--- src/rtl/cpu_bus_pkg.sv ---
// Shared definitions for the CPU datapath bus arbiter: FSM encoding and arbitration modes.
package cpu_bus_pkg;

    typedef enum logic [0:0] {
        BUS_IDLE  = 1'b0,
        BUS_OWNED = 1'b1
    } bus_state_e;

    localparam bit ARB_FIXED = 1'b0;
    localparam bit ARB_RR    = 1'b1;

endpackage

--- src/rtl/rr_arbiter.sv ---
// Combinational arbiter: round-robin from a start pointer, or fixed priority with index 0 highest.
module rr_arbiter
    import cpu_bus_pkg::*;
#(
    parameter int unsigned NSRC = 8,
    parameter int unsigned SELW = $clog2(NSRC),
    parameter bit          RR   = ARB_RR
) (
    input  logic [NSRC-1:0] req,
    input  logic [SELW-1:0] ptr,
    output logic [NSRC-1:0] gnt,
    output logic [SELW-1:0] gnt_idx,
    output logic            gnt_valid
);

    logic [31:0] start;

    // Two passes model the wrap: indices at/after the pointer first, then those below it.
    always_comb begin
        gnt       = '0;
        gnt_idx   = '0;
        gnt_valid = 1'b0;
        start     = (RR == ARB_RR) ? 32'(ptr) : 32'd0;
        for (int unsigned i = 0; i < NSRC; i++) begin
            if (!gnt_valid && req[i] && (i >= start)) begin
                gnt_valid = 1'b1;
                gnt[i]    = 1'b1;
                gnt_idx   = SELW'(i);
            end
        end
        for (int unsigned i = 0; i < NSRC; i++) begin
            if (!gnt_valid && req[i] && (i < start)) begin
                gnt_valid = 1'b1;
                gnt[i]    = 1'b1;
                gnt_idx   = SELW'(i);
            end
        end
    end

endmodule

--- src/rtl/bus_arbiter_mux.sv ---
// Shared-bus driver: arbitrates NSRC requesters, supports lock and forced select, registers the
// granted source's word onto the bus.
module bus_arbiter_mux
    import cpu_bus_pkg::*;
#(
    parameter int unsigned WIDTH = 8,
    parameter int unsigned NSRC  = 8,
    parameter int unsigned SELW  = $clog2(NSRC),
    parameter bit          RR    = ARB_RR
) (
    input  logic                  clk,
    input  logic                  rst_n,
    input  logic [NSRC-1:0]       req,
    input  logic                  lock,
    input  logic [NSRC*WIDTH-1:0] data_in,
    input  logic                  force_en,
    input  logic [SELW-1:0]       force_sel,
    output logic [WIDTH-1:0]      bus_out,
    output logic                  bus_valid,
    output logic [NSRC-1:0]       grant,
    output logic [SELW-1:0]       grant_idx
);

    bus_state_e       state_q, state_d;
    logic [SELW-1:0]  ptr_q, ptr_d;
    logic [WIDTH-1:0] bus_q, bus_d;
    logic             valid_q, valid_d;
    logic [NSRC-1:0]  grant_q, grant_d;
    logic [SELW-1:0]  idx_q, idx_d;

    logic [NSRC-1:0]  arb_gnt;
    logic [SELW-1:0]  arb_idx;
    logic             arb_valid;
    logic             force_ok;
    logic             owner_req;

    function automatic logic [WIDTH-1:0] pick(input logic [NSRC*WIDTH-1:0] words,
                                              input logic [SELW-1:0]       sel);
        logic [WIDTH-1:0] w;
        w = '0;
        for (int unsigned i = 0; i < NSRC; i++) begin
            if (sel == SELW'(i)) begin
                w = words[i*WIDTH +: WIDTH];
            end
        end
        return w;
    endfunction

    rr_arbiter #(
        .NSRC (NSRC),
        .SELW (SELW),
        .RR   (RR)
    ) u_arb (
        .req       (req),
        .ptr       (ptr_q),
        .gnt       (arb_gnt),
        .gnt_idx   (arb_idx),
        .gnt_valid (arb_valid)
    );

    // force_sel is wider than needed when NSRC is not a power of two.
    assign force_ok  = 32'(force_sel) < NSRC;
    assign owner_req = |(req & grant_q);

    always_comb begin
        state_d = state_q;
        ptr_d   = ptr_q;
        bus_d   = bus_q;
        valid_d = valid_q;
        grant_d = grant_q;
        idx_d   = idx_q;

        if (force_en) begin
            state_d = BUS_IDLE;
            if (force_ok) begin
                valid_d = 1'b1;
                idx_d   = force_sel;
                bus_d   = pick(data_in, force_sel);
                for (int unsigned i = 0; i < NSRC; i++) begin
                    grant_d[i] = (force_sel == SELW'(i));
                end
            end else begin
                valid_d = 1'b0;
                grant_d = '0;
                idx_d   = '0;
                bus_d   = '0;
            end
        end else if ((state_q == BUS_OWNED) && lock && owner_req) begin
            // Owner keeps the bus; its word is still re-sampled every cycle.
            valid_d = 1'b1;
            bus_d   = pick(data_in, idx_q);
        end else if (arb_valid) begin
            valid_d = 1'b1;
            grant_d = arb_gnt;
            idx_d   = arb_idx;
            bus_d   = pick(data_in, arb_idx);
            ptr_d   = (arb_idx == SELW'(NSRC - 1)) ? '0 : arb_idx + SELW'(1);
            state_d = lock ? BUS_OWNED : BUS_IDLE;
        end else begin
            valid_d = 1'b0;
            grant_d = '0;
            idx_d   = '0;
            state_d = BUS_IDLE;
        end
    end

    always_ff @(posedge clk or negedge rst_n) begin
        if (!rst_n) begin
            state_q <= BUS_IDLE;
            ptr_q   <= '0;
            bus_q   <= '0;
            valid_q <= 1'b0;
            grant_q <= '0;
            idx_q   <= '0;
        end else begin
            state_q <= state_d;
            ptr_q   <= ptr_d;
            bus_q   <= bus_d;
            valid_q <= valid_d;
            grant_q <= grant_d;
            idx_q   <= idx_d;
        end
    end

    assign bus_out   = bus_q;
    assign bus_valid = valid_q;
    assign grant     = grant_q;
    assign grant_idx = idx_q;

endmodule
--- config.mk ---
export PLATFORM = sky130hd
export DESIGN_NAME = bus_arbiter_mux
export DESIGN_NICKNAME = d
export VERILOG_FILES = /design/src/rtl/cpu_bus_pkg.sv /design/src/rtl/rr_arbiter.sv /design/src/rtl/bus_arbiter_mux.sv
export SDC_FILE = /design/constraint.sdc
export NUM_CORES = 1
export LEC_CHECK = 0
export ABC_AREA = 1
export CORE_MARGIN = 10
export CORE_UTILIZATION = 45
export DETAILED_ROUTE_END_ITERATION = 8
export HOLD_SLACK_MARGIN = 0.02
export PLACE_DENSITY = 0.77
export RECOVER_POWER = 100
export REMOVE_ABC_BUFFERS = 1
export SLEW_MARGIN = 20
export SYNTH_ARGS = -nofsm -noshare
export SYNTH_HDL_FRONTEND = slang
export SYNTH_SLANG_ARGS = --single-unit
--- constraint.sdc ---
create_clock -name clk -period 3.88 [get_ports clk]
set_clock_uncertainty 0.2 [all_clocks]
set_input_delay 0.776 -clock clk [delete_from_list [all_inputs] [get_ports clk]]
set_output_delay 0.776 -clock clk [all_outputs]
set_load 0.01 [all_outputs]
==> results of run 1 <==
## power breakdown
group | internal (uW) | leakage, uW | switching, uW
clock network | 138 | 0.0000357 | 95.1
logic | 977 | 0.00214 | 1390
registers | 331 | 0.000302 | 69.5
## metrics by stage
step / worst slack [ps] / hold slack (ps) / power, uW
after detailed placement: -198 / 301 / 2610
after floorplan: 302 / 280 / 1670
after global placement: -171 / 292 / 2580
final: 116 / 311 / 3000
after CTS: 81.2 / 321 / 2850
after global routing: -22.5 / 337 / 3250
## per-layer routing
layer | vias up | track usage | share of wire
met3 | 17 | 0.0417 | 0.12
met4 | 0 | 0.0580 | 0.015
met1 | 2129 | 0.356 | 0.42
met2 | 352 | 0.385 | 0.44
met5 | - | 0 | 0
li1 | 2234 | - | -
## state kept, by name (all words and copies together) (netlist names)
register	flops
ptr_q	3
grant_idx	3
bus_out	8
grant	8
bus_valid	1
state_q	1
## worst max-delay path by stage
stage	from	endpoint	slack, ps	depth (start not counted)
6_report	req[0]	bus_out[3]	120	19
5_1_grt	req[3]	bus_out[2]	-20	24
4_1_cts	req[0]	bus_out[1]	80	22
3_5_place_dp	req[0]	bus_out[1]	-200	22
3_3_place_gp	req[4]	bus_out[3]	-170	20
2_1_floorplan	req[3]	bus_out[0]	300	21
## worst register-to-register path, delay by kind of cell (launching register included)
family                     cells  cell delay [ps]
DFF                            1              440
and+or+nand+nor               10             1310
buffers and inverters          5              630
AOI/OAI and AO/OA              2              370
adders and majority gates      2              410
## cell usage in the layout, fill, tap and decap left out, types with 2 or more instances in the layout
cell type        netlist  layout
nand2_4                1       2
buf_12                 0       2
nor2_2                 7       5
nand4_4                1       2
nand3_1               26      24
a221o_1                2       2
clkbuf_1               5       2
o221ai_1               6       6
o21ai_1                7       7
nor3_1                 9       9
dfrtp_1               24      24
ha_4                   0       2
a21oi_1               27      26
inv_1                 98      96
a211oi_1               8       8
nand2_1              146     140
nand4_2                3       2
a22oi_1                2       2
clkdlybuf4s50_1        0      76
ha_2                   0       3
buf_4                  2      57
clkbuf_8               0       3
clkinv_1               3       3
nand3_2                2       4
a221oi_1               8       8
nand2_2                1       6
nand4_1               23      23
nor2_1                63      61
nor2_4                 2       6
o2111ai_1             13      13
o21ai_0               17      17
o22ai_1               16      16
inv_2                  8       9
or2_2                  3       3
clkbuf_4               0       2
dlygate4sd3_1          0      21
a22o_1                 2       2
o211ai_1              12      12
o21ai_2                3       3
a2111oi_0              2       2
## cells by family (layout without fill, tap and decap cells)
logic type / Yosys count / count (layout) / share of synthesized area
AOI/OAI and AO/OA: 126 / 126 / 0.252
DFF: 24 / 24 / 0.179
adders and majority gates: 6 / 6 / 0.0224
and+or+nand+nor: 291 / 291 / 0.400
buffers and inverters: 124 / 275 / 0.146
## what timing repair did
action,CTS,global route
resized for setup,0,30
buffers inserted,0,4
endpoints found under the setup margin,0,8
## layout make-up
class / instances / share of cell area
Multi-Input combinational cell: 423 / 0.467
Timing Repair Buffer: 162 / 0.294
Sequential cell: 24 / 0.119
Clock buffer: 3 / 0.00817
Clock inverter: 1 / 0.00594
Tap cell: 99 / 0.0245
Inverter: 109 / 0.0814
==> reports/results.ini, run 1 <==
[synthesis]
yosysWarningCount = 0
synth.area.top_cells = dfrtp_1, nand2_1, inv_1
async_flop_share = 1.00
synth_cells = 571
synth-seq-cells = 24
ys_seq_area_frac = 0.179
synth_most_common_cell = nand2_1
syn-mean-instance-area_um2 = 5.87
synth_edf_count = 0
synth_flop_cell = dfrtp_1
synth.largest_area_cell = dfrtp_1
ys_types = 41
syn-cell-area_um2 = 3350
yosys.area.top_type_share = 0.179
synthTopCellsByCount = nand2_1, inv_1, nor2_1

[min_path]
holdPathStages = 2
min_from = bus_out[1]
hold_path_end = bus_out[1]
hold_class = flop to flop

[clock_network]
numCtsBuffers = 3
clkTransAtPathRegs_ps = 90
htreeDepth = 1
cts_sinks = 24
hold_buffers = 0
cts-root-buf = clkbuf_8
clkLatencyLatePin_ps = 280
cts_tree = built
cts_buffer_depth = 2

[route]
finalWirelength_mm = 15.0
dr_total_vias = 4732
drtIter0Drc = 597
wire_per_inst_um = 18.3
drc_errors = 0
first_pass_iters = 6
post_drt_via_cell_ratio = 5.76
ant_nets = 0

[worst_setup_path]
crit_family = simple AND/OR/NAND/NOR gates
cp_max_fo = 4
cp_slowest_cell = clkdlybuf4s50_1
reg2regPathDepth = 19
crit_chain = clkdlybuf4s50_1 -> nand3_2 -> nand4_2 -> nor3_2 -> nand4_2 -> nor2_4 -> nand4_1 -> nor2_2 -> inv_1 -> nand2_2 -> ha_2 -> buf_4 -> ha_1 -> inv_1 -> buf_4 -> nor2_1 -> nor2_1 -> a21oi_1 -> nor2_1
slowest_delay_ps = 450
worstSetupPathType = primary input to flop
rr_startpoint = ptr_q[2]
path_common_cell = nor2_1
path_buf_inv = 5
critPathCaptureType = flop
reg2reg_to = bus_out[3]
rrSetupSlack_ps = 410
worst_ep_arrival_time_ps = 3740
start_kind = primary input
worstPathRequired_ps = 3850

[place]
placed_cells = 813
dpl.hpwl_mm = 12.2
place_congestion = 0.962
placed_area_um2 = 4850
portBuffers = 98

[die]
boundaryPins = 99
die_y_um = 106
die_x_um = 106
placementRows = 31
dieArea_um2 = 11300
initial_core_util = 0.462
core_region_area_um2 = 7250

[cells_and_area]
stdcell_area_um2 = 5050
fin_nets = 808
layoutNonFillerInstCount = 821
n_antenna_cell = 0
regArea_um2 = 601
finalCoreUtilization = 0.697
synthToLayoutAreaGrowth_pct = 50.8
drive_gt1_frac = 0.163
multi_input_comb_area_um2 = 2360
fillers = 638

[timing]
slew_violations = 0
worstMarginPinSlew_ps = 1400
finalSetupTns_ps = 0
hold_viol = 0
setup_viol = 0
fmax_ghz = 0.266
min_period_ps = 3760
max_slew_margin = 0.0651
fin_crit_sh = 0.970

[pwr]
power.density_nw_per_um2 = 594
leakage_uw = 0.00248
irDropWorstVdd_uv = 804

[global_route]
antenna_found_initial = 0
grt_pass1_wl_mm = 23.3
grt_pass1_vias = 4372
grt_use_total = 0.251
grt-ovfl-total = 0
grt_max_degree = 25

[run]
drv_cap = 0

[status]
status = complete, no violations

No activity file was read; power rests on OpenSTA's default activity.
==> run 2, diff against run 1 <==
--- a/config.mk
+++ b/config.mk
@@ -8,6 +8,7 @@
 export ABC_AREA = 1
 export CORE_MARGIN = 10
 export CORE_UTILIZATION = 45
+export CTS_CLUSTER_SIZE = 8
 export DETAILED_ROUTE_END_ITERATION = 8
 export HOLD_SLACK_MARGIN = 0.02
 export PLACE_DENSITY = 0.77
==> results of run 2 <==
No change in the layout: final DEF, timing and power equal those of run 1.
